`config.mk`:
```
export PLATFORM = sky130hd
export DESIGN_NAME = serial_pattern_transmitter
export DESIGN_NICKNAME = d
export VERILOG_FILES = /design/src/rtl/serial_pattern_transmitter.sv
export SDC_FILE = /design/constraint.sdc
export NUM_CORES = 1
export LEC_CHECK = 0
export ABC_AREA = 1
export BUFFER_PORTS_ARGS = -buffer_cell sky130_fd_sc_hd__clkbuf_2
export CAP_MARGIN = 20
export CELL_PAD_IN_SITES_DETAIL_PLACEMENT = 0
export CELL_PAD_IN_SITES_GLOBAL_PLACEMENT = 1
export CORE_MARGIN = 1.5
export CORE_UTILIZATION = 36
export DETAILED_ROUTE_END_ITERATION = 6
export MAX_ROUTING_LAYER = met4
export PLACE_DENSITY_LB_ADDON = 0.1
export SLEW_MARGIN = 25
export SYNTH_ARGS = -nofsm -noshare
export SYNTH_HDL_FRONTEND = slang
export SYNTH_SLANG_ARGS = --single-unit
```
`constraint.sdc`:
```
create_clock -name clk -period 1.3 [get_ports clk]
set_input_delay 0.26 -clock clk [delete_from_list [all_inputs] [get_ports clk]]
set_output_delay 0.26 -clock clk [all_outputs]
set_load 0.02 [all_outputs]
```
`src/rtl/serial_pattern_transmitter.sv`:
```
// Parallel-in/serial-out pattern transmitter with start/busy/done handshake, MSB first.
// Optional even-parity trailer bit is enabled by defining SERIAL_TX_PARITY_EN.
module serial_pattern_transmitter #(
    parameter int   WIDTH      = 8,
    parameter logic IDLE_LEVEL = 1'b0
) (
    input  logic             clk,
    input  logic             reset,
    input  logic             start,
    input  logic [WIDTH-1:0] data,
    output logic             so,
    output logic             busy,
    output logic             done
);

`ifdef SERIAL_TX_PARITY_EN
    localparam int SW = WIDTH + 1;
`else
    localparam int SW = WIDTH;
`endif
    localparam int            CW       = $clog2(WIDTH + 1);
    localparam logic [CW-1:0] CNT_LOAD = CW'(SW - 1);

    typedef enum logic [1:0] {
        IDLE  = 2'd0,
        SHIFT = 2'd1,
        DONE  = 2'd2
    } state_e;

    state_e        state_q, state_d;
    logic [SW-1:0] shreg_q, shreg_d;
    logic [CW-1:0] cnt_q,   cnt_d;
    logic          so_q,    so_d;
    logic          busy_q,  busy_d;
    logic          done_q,  done_d;
    logic [SW-1:0] load_val;

    // Parity rides in the LSB slot so it leaves the line right after data bit 0.
`ifdef SERIAL_TX_PARITY_EN
    assign load_val = {data, ^data};
`else
    assign load_val = data;
`endif

    always_ff @(posedge clk) begin
        if (!reset) begin
            state_q <= IDLE;
            shreg_q <= '0;
            cnt_q   <= '0;
            so_q    <= IDLE_LEVEL;
            busy_q  <= 1'b0;
            done_q  <= 1'b0;
        end else begin
            state_q <= state_d;
            shreg_q <= shreg_d;
            cnt_q   <= cnt_d;
            so_q    <= so_d;
            busy_q  <= busy_d;
            done_q  <= done_d;
        end
    end

    // Outputs are computed for the coming cycle so every port comes straight from a flop.
    always_comb begin
        state_d = state_q;
        shreg_d = shreg_q;
        cnt_d   = cnt_q;
        so_d    = IDLE_LEVEL;
        busy_d  = 1'b0;
        done_d  = 1'b0;
        case (state_q)
            IDLE, DONE: begin
                if (start) begin
                    state_d = SHIFT;
                    shreg_d = load_val;
                    cnt_d   = CNT_LOAD;
                    so_d    = load_val[SW-1];
                    busy_d  = 1'b1;
                end else begin
                    state_d = IDLE;
                end
            end
            SHIFT: begin
                shreg_d = shreg_q << 1;
                if (cnt_q == '0) begin
                    state_d = DONE;
                    done_d  = 1'b1;
                end else begin
                    cnt_d  = cnt_q - 1'b1;
                    so_d   = shreg_q[SW-2];
                    busy_d = 1'b1;
                end
            end
            default: begin
                state_d = IDLE;
            end
        endcase
    end

    assign so   = so_q;
    assign busy = busy_q;
    assign done = done_q;

endmodule

```
==> metrics.yaml, run 1 <==
status: "complete, no violations"
htreeDepth: 1
multi_input_area_um2: 292.8
hp-class: "in -> reg"
cp_common_cell: "nand2_1"
setup_tns_ns: 0
power_density_nw_per_um2: 1371
fin_nets: 119
numCtsBuffers: 3
port_buffers: 13
fill_cells: 186
grt_pass1_vias: 480
die-area_um2: 2123
worstPathRequired_ns: 1.53
drt_iter0_drc: 10
m1WireLength_um: 684
end_kind: "register"
via_per_inst: 4.412
yosysUniqueCellTypes: 17
wire_per_inst_um: 10.05
synthTopCellsByCount: "nand2_1 (30), dfxtp_1 (16), inv_1 (9)"
num_vias: 578
top_layer: "met4"
drive_gt1_share_pct: 27.36
syn-cell-area_um2: 668.1
ios: 14
yosys_register_bits: 16
area_growth_pct: 20.60
place.gp.congestion: 0.7956
grt_pass1_wl_um: 2083
synth_top_area_cell: "dfxtp_1"
synth_cells: 89
syn-num-nets: 101
die_h_um: 46.08
leakage_nw: 0.3707
yosys.area.top_type_share_pct: 47.94
crit_buf_inv: 1
rsz0062_at_grt: "false"
critical_path_class: "reg -> reg"
die_w_um: 46.08
track_usage_pct: 15.68
register_area_um2: 321.6
clock_path_buffers: 2
min_period_over_period_pct: 89.22
place_hpwl_um: 956.5
worst_slew_pin_slew_ns: 0.4072
insertion_delay_ns: 0.29
place_inst: 126
fmax_mhz: 862.2
clockRootBuffer: "clkbuf_4"
hold_viol: 0
synth_edf_count: 0
grt.overflow.total: 0
syn_avg_cell_area_um2: 7.507
fin_crit_ns: 1.160
synth_warnings: 0
peakVddDrop_mv: 0.5918
synthArstFlopShare_pct: 0
crit_slowest_cell: "dfxtp_1"
initial_core_util_pct: 38.70
drtPass1Iterations: 4
met2_length_um: 571
wl_met3_um: 41
cp_max_fo: 4
yosysMostFrequentCell: "nand2_1"
route.detailed.drc: 0
start_kind: "register"
core_area_um2: 1727
antenna_found_initial: 0
ys_seq_area_share_pct: 47.94
maxCapViolCount: 0
clk_pin_slew_worst_paths_ns: 0.10
critPathMaxStageDelay_ns: 0.36
relSlewSlack_pct: 72.82
cts_tree: "yes"
critical_path.top_delay_family: "simple AND/OR/NAND/NOR gates"
grt_max_degree: 14
hold_buffers: 0
n_antenna_cell: 0
fin_skew_ns: 0.001622
synthFlopType: "dfxtp_1"
drt-total-wl_um: 1317
postRouteAntennaNets: 0
cts_sinks: 16
setup_violations: 0
synth_area_leaders: "dfxtp_1 (48%), nand2_1 (17%), a31oi_1 (5.6%)"
maxSlewViolCount: 0
num_rows: 15
stdcell_count: 131
worstPathArrival_ns: 1.39
crit_chain: "inv_1, ha_1, nand2_2, nand2_4, nand2_4, nand2_1, nand2_1, nand2_1, nor2_2"
## through the flow
stage | power, mW | worst slack, ns | instance area [µm²] | util (%) | hold slack [ns]
after floorplan | 0.7211 | 0.1832 | 668.1 | - | 0.3576
after CTS | 1.120 | 0.07484 | 797.0 | 46.16 | 0.1803
after global routing | 1.176 | 0.0008195 | 805.8 | 46.67 | 0.1943
after detailed placement | 0.7779 | 0.09988 | 760.7 | 44.06 | 0.4567
after global placement | 0.7774 | 0.1219 | 760.7 | 44.06 | 0.4499
final | 1.104 | 0.1402 | 805.8 | 46.67 | 0.1943
## layout make-up
class                           instances  share of cell area, %
Multi-Input combinational cell         59                  36.34
Sequential cell                        16                  39.91
Tap cell                               25                  3.882
Timing Repair Buffer                   14                  9.006
Inverter                               13                  6.366
Clock buffer                            4                  4.503
## what timing repair did
action	CTS	global route
endpoints found under the hold margin	0	0
buffers inserted	0	1
endpoints found under the setup margin	0	1
resized for setup	0	1
## sequential cells by signal, indices dropped and copies added, names as in the netlist
signal,cells
so,1
state_q,2
shreg_q,7
cnt_q,4
done,1
busy,1
## where the power goes
group,total (mW),internal (mW),switching [mW]
Combinational,0.217,0.0818,0.135
Sequential,0.556,0.533,0.0233
Clock,0.331,0.171,0.160
## worst paths after layout
kind                                              start                 endpoint  slack [ns]  cells past startpoint
worst min register to register  shreg_q[0]$_SDFFE_PN0P_  shreg_q[0]$_SDFFE_PN0P_        0.47                      2
worst max register to register    cnt_q[1]$_SDFFE_PN0P_    cnt_q[3]$_SDFFE_PN0P_        0.14                      9
worst max-delay path              cnt_q[1]$_SDFFE_PN0P_    cnt_q[3]$_SDFFE_PN0P_        0.14                      9
worst min-delay path                            data[0]  shreg_q[0]$_SDFFE_PN0P_        0.19                      3
## worst min-delay path, cell delays in order
cell,delay [ns]
clkbuf_2,0.08
nand2_1,0.05
a21oi_1,0.05
## cells by family after synthesis
| kind of cell | Yosys count | synth area share (%) |
|---|---|---|
| flip-flops | 16 | 47.94 |
| buffers and inverters | 14 | 8.239 |
| adder cells (fa/ha/maj) | 1 | 1.872 |
| AND/OR/NAND/NOR | 47 | 32.58 |
| AO/OA/AOI/OAI | 11 | 9.363 |
## layer usage
layer	vias up	global-route usage [%]
met5	-	-
met4	0	12.00
met3	4	4.706
met2	11	21.67
met1	246	18.80
li1	317	-
## cells in the final DEF, fill, tap and decap left out, types with 4 or more instances in the layout
cell type,netlist,layout
nand3_1,4,4
dfxtp_1,16,15
clkbuf_2,0,13
nand2_1,30,30
a31oi_1,6,6
a21oi_1,4,4
inv_1,9,9
Power figures use the tool's default switching activity.
==> inputs of run 2 (changes only) <==
--- a/config.mk
+++ b/config.mk
@@ -6,15 +6,16 @@
 export NUM_CORES = 1
 export LEC_CHECK = 0
 export ABC_AREA = 1
+export ABC_CLOCK_PERIOD_IN_PS = 1300
 export BUFFER_PORTS_ARGS = -buffer_cell sky130_fd_sc_hd__clkbuf_2
 export CAP_MARGIN = 20
 export CELL_PAD_IN_SITES_DETAIL_PLACEMENT = 0
 export CELL_PAD_IN_SITES_GLOBAL_PLACEMENT = 1
-export CORE_MARGIN = 1.5
 export CORE_UTILIZATION = 36
 export DETAILED_ROUTE_END_ITERATION = 6
 export MAX_ROUTING_LAYER = met4
 export PLACE_DENSITY_LB_ADDON = 0.1
+export REMOVE_ABC_BUFFERS = 1
 export SLEW_MARGIN = 25
 export SYNTH_ARGS = -nofsm -noshare
 export SYNTH_HDL_FRONTEND = slang
==> metrics.yaml, run 2 (synthesized netlist as in run 1, its figures left out) <==
grt.overflow.total: 0  # unchanged
p_int_mw: 0.7844  # was 0.7853 mW
die-area_um2: 2032  # was 2123 µm²
power_density_nw_per_um2: 1362  # was 1371 nW/µm²
relSlewSlack_pct: 72.47  # was 72.82%
fmax_mhz: 842.2  # was 862.2 MHz
drive_gt1_share_pct: 26.42  # was 27.36%
fin_area_um2: 804.5  # was 805.8 µm²
antenna_found_initial: 0  # unchanged
largest_reg_flops: 7  # unchanged
ff2ff_path_depth: 8  # was 9
stdcell_count: 131  # unchanged
cp_common_cell: "nand2_4"  # was nand2_1
grt_max_degree: 14  # unchanged
dp_worst_setup_slack_ns: 0.09351  # was 0.09988 ns
postRouteAntennaNets: 0  # unchanged
leakage_nw: 0.3704  # was 0.3707 nW
via_per_inst: 4.542  # was 4.412
rsz0062_at_grt: "false"  # unchanged
setup_tns_ns: 0  # unchanged
hp-class: "in -> reg"  # unchanged
wire_per_inst_um: 9.313  # was 10.05 µm
numCtsBuffers: 3  # unchanged
final_cell_mix: "nand2_1 (30), dfxtp_1 (16), clkbuf_2 (13)"  # was nand2_1 (30), dfxtp_1 (15), clkbuf_2 (13)
grt_pass1_wl_um: 2049  # was 2083 µm
pwr-share-seq_pct: 50.5  # was 50.4%
maxSlewViolCount: 0  # unchanged
largest_register: "shreg_q"  # unchanged
route.detailed.drc: 0  # unchanged
rrSetupSlack_ns: 0.11  # was 0.14 ns
worst_slew_pin_slew_ns: 0.4124  # was 0.4072 ns
dpl_cell_area_um2: 760.7  # unchanged
crit_slowest_cell: "dfxtp_1"  # unchanged
crit_buf_inv: 1  # unchanged
peakVddDrop_mv: 0.9196  # was 0.5918 mV
fill_cells: 191  # was 186
fin_crit_ns: 1.187  # was 1.160 ns
insertion_delay_ns: 0.28  # was 0.29 ns
clock_path_buffers: 2  # unchanged
crit_end: "cnt_q[3]$_SDFFE_PN0P_"  # unchanged
critPathMaxStageDelay_ns: 0.36  # about the same
worstPathArrival_ns: 1.38  # was 1.39 ns
area_growth_pct: 20.41  # was 20.60%
die_h_um: 45.08  # was 46.08 µm
place_hpwl_um: 900.4  # was 956.5 µm
place_inst: 126  # unchanged
start_kind: "register"  # unchanged
cp_num_cells: 8  # was 9
place.gp.congestion: 0.7492  # was 0.7956
cts_resized: 0  # unchanged
fin_skew_ns: 0.0008881  # was 0.001622 ns
clockRootBuffer: "clkbuf_4"  # unchanged
port_buffers: 13  # unchanged
critical_path.top_delay_family: "simple AND/OR/NAND/NOR gates"  # unchanged
cts_tree: "yes"  # unchanged
swShare_pct: 28.39  # was 28.90%
p_clk_share_pct: 29.5  # was 30.0%
hp-start: "data[0]"  # unchanged
clk_pin_slew_worst_paths_ns: 0.09  # was 0.10 ns
grt_pass1_vias: 495  # was 480
cp_max_fo: 4  # unchanged
hold_viol: 0  # unchanged
hold_buffers: 0  # unchanged
fin_nets: 119  # unchanged
drt_iter0_drc: 14  # was 10
setup_slack_ns: 0.1127  # was 0.1402 ns
num_vias: 595  # was 578
htreeDepth: 1  # unchanged
num_rows: 15  # unchanged
end_kind: "register"  # unchanged
startpoint: "cnt_q[0]$_SDFFE_PN0P_"  # was cnt_q[1]$_SDFFE_PN0P_
worstPathRequired_ns: 1.49  # was 1.53 ns
min_period_over_period_pct: 91.33  # was 89.22%
initial_core_util_pct: 38.70  # unchanged
cts_sinks: 16  # unchanged
r2r-start: "cnt_q[0]$_SDFFE_PN0P_"  # was cnt_q[1]$_SDFFE_PN0P_
drt-total-wl_um: 1220  # was 1317 µm
top_regs: "shreg_q x7, cnt_q x4, state_q x2"  # unchanged
die_w_um: 45.08  # was 46.08 µm
ios: 14  # unchanged
n_antenna_cell: 0  # unchanged
critical_path_class: "reg -> reg"  # unchanged
worstReg2RegEnd: "cnt_q[3]$_SDFFE_PN0P_"  # unchanged
pwr-share-comb_pct: 19.9  # was 19.7%
final_common_cell: "nand2_1"  # unchanged
status: "complete, no violations"  # unchanged
crit_chain: "inv_1, ha_1, nand2_2, nand2_4, nand2_4, nand3_1, nand2_1, nor2_2"  # was inv_1, ha_1, nand2_2, nand2_4, nand2_4, nand2_1, nand2_1, nand2_1, nor2_2
track_usage_pct: 14.78  # was 15.68%
drtPass1Iterations: 4  # unchanged
net-switching-power_mw: 0.3110  # was 0.3191 mW
core_area_um2: 1727  # unchanged
maxCapViolCount: 0  # unchanged
setup_violations: 0  # unchanged
cts_setup_buffers: 0  # unchanged
==> run 2: cell counts in the layout (fill, tap and decap cells not counted) <==
Identical to the previous run, type by type.
==> run 2: cell type report <==
cell class	instances	area [µm²]	share of cell area, %
Clock buffer	4	36.28	4.510
Timing Repair Buffer	14	72.57	9.020
Inverter	13	51.30	6.376
Sequential cell	16	320.3	39.81
Tap cell	25	31.28	3.888
Multi-Input combinational cell	59	292.8	36.39
==> run 2: stage by stage <==
stage / total power, mW / utilization (%) / hold WS, ns
after floorplan: 0.7202 / - / 0.3576
after global placement: 0.7735 / 44.06 / 0.4499
after detailed placement: 0.7766 / 44.06 / 0.4567
after CTS: 1.100 / 46.16 / 0.1993
after global routing: 1.166 / 46.59 / 0.2133
final: 1.095 / 46.59 / 0.2054
==> run 2: how the worst min path moves through the flow <==
| stage | to | slack [ns] | cells after the start |
|---|---|---|---|
| 4_1_cts | shreg_q[0]$_SDFFE_PN0P_ | 0.20 | 3 |
| 3_5_place_dp | shreg_q[0]$_SDFFE_PN0P_ | 0.46 | 2 |
| 3_3_place_gp | shreg_q[0]$_SDFFE_PN0P_ | 0.45 | 2 |
| 6_report | shreg_q[0]$_SDFFE_PN0P_ | 0.21 | 3 |
| 5_1_grt | shreg_q[0]$_SDFFE_PN0P_ | 0.21 | 3 |
| 2_1_floorplan | cnt_q[2]$_SDFFE_PN0P_ | 0.36 | 2 |
==> run 2: routing by layer <==
metal	track usage (%)	share of wire, %	wire [µm]
met3	6.000	3.4	41
met1	18.56	48	583
met4	3.636	1.1	14
met2	22.03	48	580
met5	-	0	0
==> run 2: worst reg2reg max path, stage by stage, from the launching register on <==
cell and delay, ns:
dfxtp_1 0.36, inv_1 0.06, ha_1 0.24, nand2_2 0.11, nand2_4 0.07, nand2_4 0.07
nand3_1 0.07, nand2_1 0.09, nor2_2 0.04
==> run 2: power by group through the flow <==
stage	Clock (mW)	Sequential (mW)	Combinational, mW
floorplan	0	0.569	0.151
global placement	0	0.565	0.208
detailed placement	0	0.566	0.211
CTS	0.334	0.554	0.212
global route	0.358	0.559	0.249
finish	0.323	0.554	0.218
